## src/rtl/intr_ctrl.sv

```systemverilog
// Interrupt entry/exit sequencer: edge-latched pending bits, fixed priority (index 0 highest).
// INT_TAKEN is combinational in REQ when PIPE_READY; further entries are blocked until MRET_EXEC.
module intr_ctrl #(
  parameter int NUM_SRC = 4,
  parameter int ID_W    = $clog2(NUM_SRC)
) (
  input  logic               CLK,
  input  logic               RST,
  input  logic [NUM_SRC-1:0] IRQ,
  input  logic [NUM_SRC-1:0] SRC_EN,
  input  logic               CSR_MSTATUS_MIE,
  input  logic               MRET_EXEC,
  input  logic               PIPE_READY,
  input  logic [NUM_SRC-1:0] PEND_CLR,
  output logic               INT_TAKEN,
  output logic [ID_W-1:0]    INT_ID,
  output logic [NUM_SRC-1:0] PENDING,
  output logic               IN_SERVICE
);

  typedef enum logic [1:0] {
    IDLE    = 2'd0,
    REQ     = 2'd1,
    SERVICE = 2'd2
  } state_t;

  state_t             state;
  state_t             state_nxt;
  logic [NUM_SRC-1:0] irq_q;
  logic [NUM_SRC-1:0] rise;
  logic [NUM_SRC-1:0] elig;
  logic [NUM_SRC-1:0] pend_nxt;
  logic [ID_W-1:0]    winner;
  logic               any_elig;
  logic               take;

  assign rise     = IRQ & ~irq_q;
  assign elig     = PENDING & SRC_EN;
  assign any_elig = |elig;

  // Descending scan so the lowest set index is the last one written.
  always_comb begin
    winner = '0;
    for (int i = NUM_SRC - 1; i >= 0; i--) begin
      if (elig[i]) winner = ID_W'(i);
    end
  end

  always_ff @(posedge CLK) begin
    if (RST) state <= IDLE;
    else     state <= state_nxt;
  end

  always_comb begin
    state_nxt = state;
    case (state)
      IDLE: begin
        if (any_elig && CSR_MSTATUS_MIE) state_nxt = REQ;
      end
      REQ: begin
        if (!CSR_MSTATUS_MIE || !any_elig) state_nxt = IDLE;
        else if (PIPE_READY)               state_nxt = SERVICE;
      end
      SERVICE: begin
        if (MRET_EXEC) state_nxt = IDLE;
      end
      default: state_nxt = IDLE;
    endcase
  end

  // Reset gates the take so an abandoned REQ never redirects the pipeline.
  always_comb begin
    take       = (state == REQ) && PIPE_READY && CSR_MSTATUS_MIE && any_elig && !RST;
    INT_TAKEN  = take;
    IN_SERVICE = (state == SERVICE);
  end

  // Clear (software, then take) before set, so a coincident rise wins.
  always_comb begin
    pend_nxt = PENDING;
    for (int i = 0; i < NUM_SRC; i++) begin
      if (PEND_CLR[i])                     pend_nxt[i] = 1'b0;
      if (take && (winner == ID_W'(i)))    pend_nxt[i] = 1'b0;
      if (rise[i])                         pend_nxt[i] = 1'b1;
    end
  end

  always_ff @(posedge CLK) begin
    if (RST) begin
      irq_q   <= '1;
      PENDING <= '0;
      INT_ID  <= '0;
    end else begin
      irq_q   <= IRQ;
      PENDING <= pend_nxt;
      if (take) INT_ID <= winner;
    end
  end

endmodule

```

## config.mk

```make
export PLATFORM = sky130hd
export DESIGN_NAME = intr_ctrl
export DESIGN_NICKNAME = d
export VERILOG_FILES = /design/src/rtl/intr_ctrl.sv
export SDC_FILE = /design/constraint.sdc
export NUM_CORES = 1
export LEC_CHECK = 0
export ABC_AREA = 1
export BUFFER_PORTS_ARGS = -buffer_cell sky130_fd_sc_hd__buf_2
export CAP_MARGIN = 10
export CORE_MARGIN = 3
export CORE_UTILIZATION = 35
export DETAILED_ROUTE_END_ITERATION = 7
export PLACE_DENSITY = 0.66
export SYNTH_ARGS = -nofsm -noshare
export SYNTH_HDL_FRONTEND = slang
export SYNTH_SLANG_ARGS = --single-unit
```

## constraint.sdc

```tcl
create_clock -name CLK -period 1.4 [get_ports CLK]
set_input_delay 0.14 -clock CLK [delete_from_list [all_inputs] [get_ports CLK]]
set_output_delay 0.14 -clock CLK [all_outputs]
set_load 0.03 [all_outputs]
```

==> run_results.csv <==
group,metric,value,unit
status,status,"finished, final reports clean",
synthesis,ys_types,18,
cts,clk_pin_slew,80,ps
cts,cts_tree,"built",
sta,period_minus_slack,1351,ps
cts,clockRootBuffer,"clkbuf_4",
global_route,grt_pass1_vias,519,
place,gp_congestion,0.6973,
worst_setup_path,cp.arrival,1210,ps
worst_hold_path,min_path_type,"in2reg",
worst_setup_path,crit_required,1260,ps
drt,firstDrtPassIters,3,
synthesis,seq_area_frac_synth,0.4220,
sta,slew_viol_final,0,
synthesis,yosysTopAreaCell,"dfxtp_1",
floorplan,dieWidth,46.33,um
sta,finalSetupViolations,0,
final_layout,fillers,133,
synthesis,syn_area_per_cell,7.028,um^2
cts,cts.sinks,12,
sta,fin_setup_tns,0,ps
synthesis,syn_nets,98,
drt,drtAntennaViolNets,0,
floorplan,coreArea,0.001415,mm^2
worst_setup_path,critPathMaxFanout,4,
final_layout,final_nets,135,
global_route,grt_pass1_wl,1987,um
synthesis,netlist_area,569.3,um^2
drt,drt-wirelength-per-cell,10.01,um
place,port_buffers,24,
drt,vias,594,
synthesis,yosysWarningCount,0,
global_route,overflow,0,
final_layout,area_growth,54.07,%
cts,numCtsBuffers,3,
drt,drt_iter0_drc,6,
power_and_ir_drop,worst_ir_drop_vdd,470.3,uV
drt,routed_wl,1321,um
sta,hold_viol,0,
synthesis,synth-seq-cells,12,
floorplan,fp.dieH,46.33,um
worst_setup_path,crit_type,"reg2out",
sta,relSlewSlack,0.8497,
sta,max_freq,740.3,MHz
synthesis,synthCells,81,
global_route,grt_max_degree,12,
floorplan,rows,13,
power_and_ir_drop,p_per_area,779.9,mW/mm^2
drt,route.detailed.drc,0,
floorplan,initial_core_util,0.4023,
final_layout,antenna_cells,0,
synthesis,synth_top_area_frac,0.4220,
cts,h-tree-depth,1,
final_layout,finalCoreUtilization,0.6198,
worst_setup_path,worstSetupStartpointType,"flop",
power_and_ir_drop,total_power,0.0006841,W
floorplan,ioPinCount,25,
final_layout,drive_above_1_share,0.4786,
synthesis,synthTopCellsByArea,"dfxtp_1, inv_1, nand2_1, a21oi_1, nor2_1",
global_route,gr-usage-all-layers,0.1349,
cts,clock_path_buffers,2,
place,dp_hpwl,913.8,um
run,drv_cap,0,
floorplan,die_area,0.002146,mm^2
sta,finalClockSkew,5.733,ps
sta,grt_setup_unrepaired,"true",
worst_setup_path,cp-end-kind,"primary output",
sta,worst_slew_pin_slew,223.0,ps
global_route,antenna_found_initial,0,
power_and_ir_drop,p_leak,0.4839,nW
drt,vias_per_cell,4.500,
sta,min_period_over_period,0.9648,
cts,clk_latency,270,ps
[what timing repair did]
action | CTS | global route
pin swaps | 1 | 6
buffers inserted | 1 | 8
resized for setup | 2 | 3
setup endpoints to repair | 1 | 2
hold endpoints to repair | 0 | 0
hold buffers | 0 | 0
[critical path, cell delays in order (launching register included)]
cell     delay [ps]
dfxtp_4         370
nand2_4          70
nand2_4          70
nor2_4           40
nor3_4          230
buf_6           160
[where the power goes]
part	internal (W)	total, W	switching, W	leakage [nW]
Combinational	0.0000452	0.0000981	0.0000529	0.367
Sequential	0.000348	0.000355	0.00000717	0.102
Clock	0.000110	0.000231	0.000120	0.0150
Total	0.000504	0.000684	0.000180	0.484
[path summary, 6_finish.rpt]
path,depth (start not counted),endpoint,startpoint,slack (ps)
setup reg to reg,7,INT_ID[0]$_SDFFE_PP0P_,PENDING[1]$_SDFFE_PP0P_,170
hold / removal,3,irq_q[2]$_SDFF_PP1_,IRQ[2],40
setup / recovery,5,INT_TAKEN,PENDING[1]$_SDFFE_PP0P_,50
hold reg to reg,2,INT_ID[1]$_SDFFE_PP0P_,INT_ID[1]$_SDFFE_PP0P_,460
[placed cells by master, fill, tap and decap left out, drive strengths merged, types with 2 or more instances in the layout]
cell	instances
buf	33
nand2	20
inv	19
dfxtp	12
nor2	9
a21oi	6
or2	4
clkbuf	4
nand3	2
nand4	2
[flip-flops by register name (all words and copies together) (netlist names)]
| name | flops |
|---|---|
| INT_ID | 2 |
| state | 2 |
| irq_q | 4 |
| PENDING | 4 |
[per-layer routing]
metal  vias to the layer above  GRT usage  share of wire
li1                        321          -              -
met1                       251     0.1748           0.46
met2                        18     0.1951           0.46
met3                         4    0.02344          0.061
met4                         0     0.1023          0.021
met5                         -          0              0
[Yosys cell counts]
library cell	n
or2_2	4
nor3_4	1
inv_1	19
a21oi_1	6
nand4_1	1
dfxtp_1	12
o21ai_0	1
clkbuf_1	1
nor2_2	1
nand4_2	1
nand3b_1	1
o32a_1	1
o2111ai_1	1
nand3_1	2
nand2_2	1
nand2_1	19
a31o_2	1
nor2_1	8
[metrics by stage]
stage | instances | hold slack (ps) | area (um^2) | setup WS (ps)
floorplan | 81 | 231.7 | 631.9 | 1.741
finish | 132 | 40.25 | 877.1 | 49.24
detailed placement | 119 | 326.6 | 767.0 | 142.0
CTS | 124 | 32.04 | 807.0 | 6.644
global route | 132 | 48.38 | 877.1 | -19.30
global placement | 119 | 318.5 | 767.0 | 171.7
[final cells by class]
cell class	instances	area, um^2	share of cell area
multi-input cells	49	310.3	0.3538
flip-flops and latches	12	256.5	0.2924
repair buffers	33	193.9	0.2211
inverters	19	71.32	0.08131
clock buffers	4	26.28	0.02996
well taps	15	18.77	0.02140
[logic make-up after synthesis]
logic type | share of synthesized area
AND/OR/NAND/NOR | 0.3363
buffers and inverters | 0.1319
flip-flops | 0.4220
AO/OA/AOI/OAI | 0.1099
(Power assumes the default switching activity.)
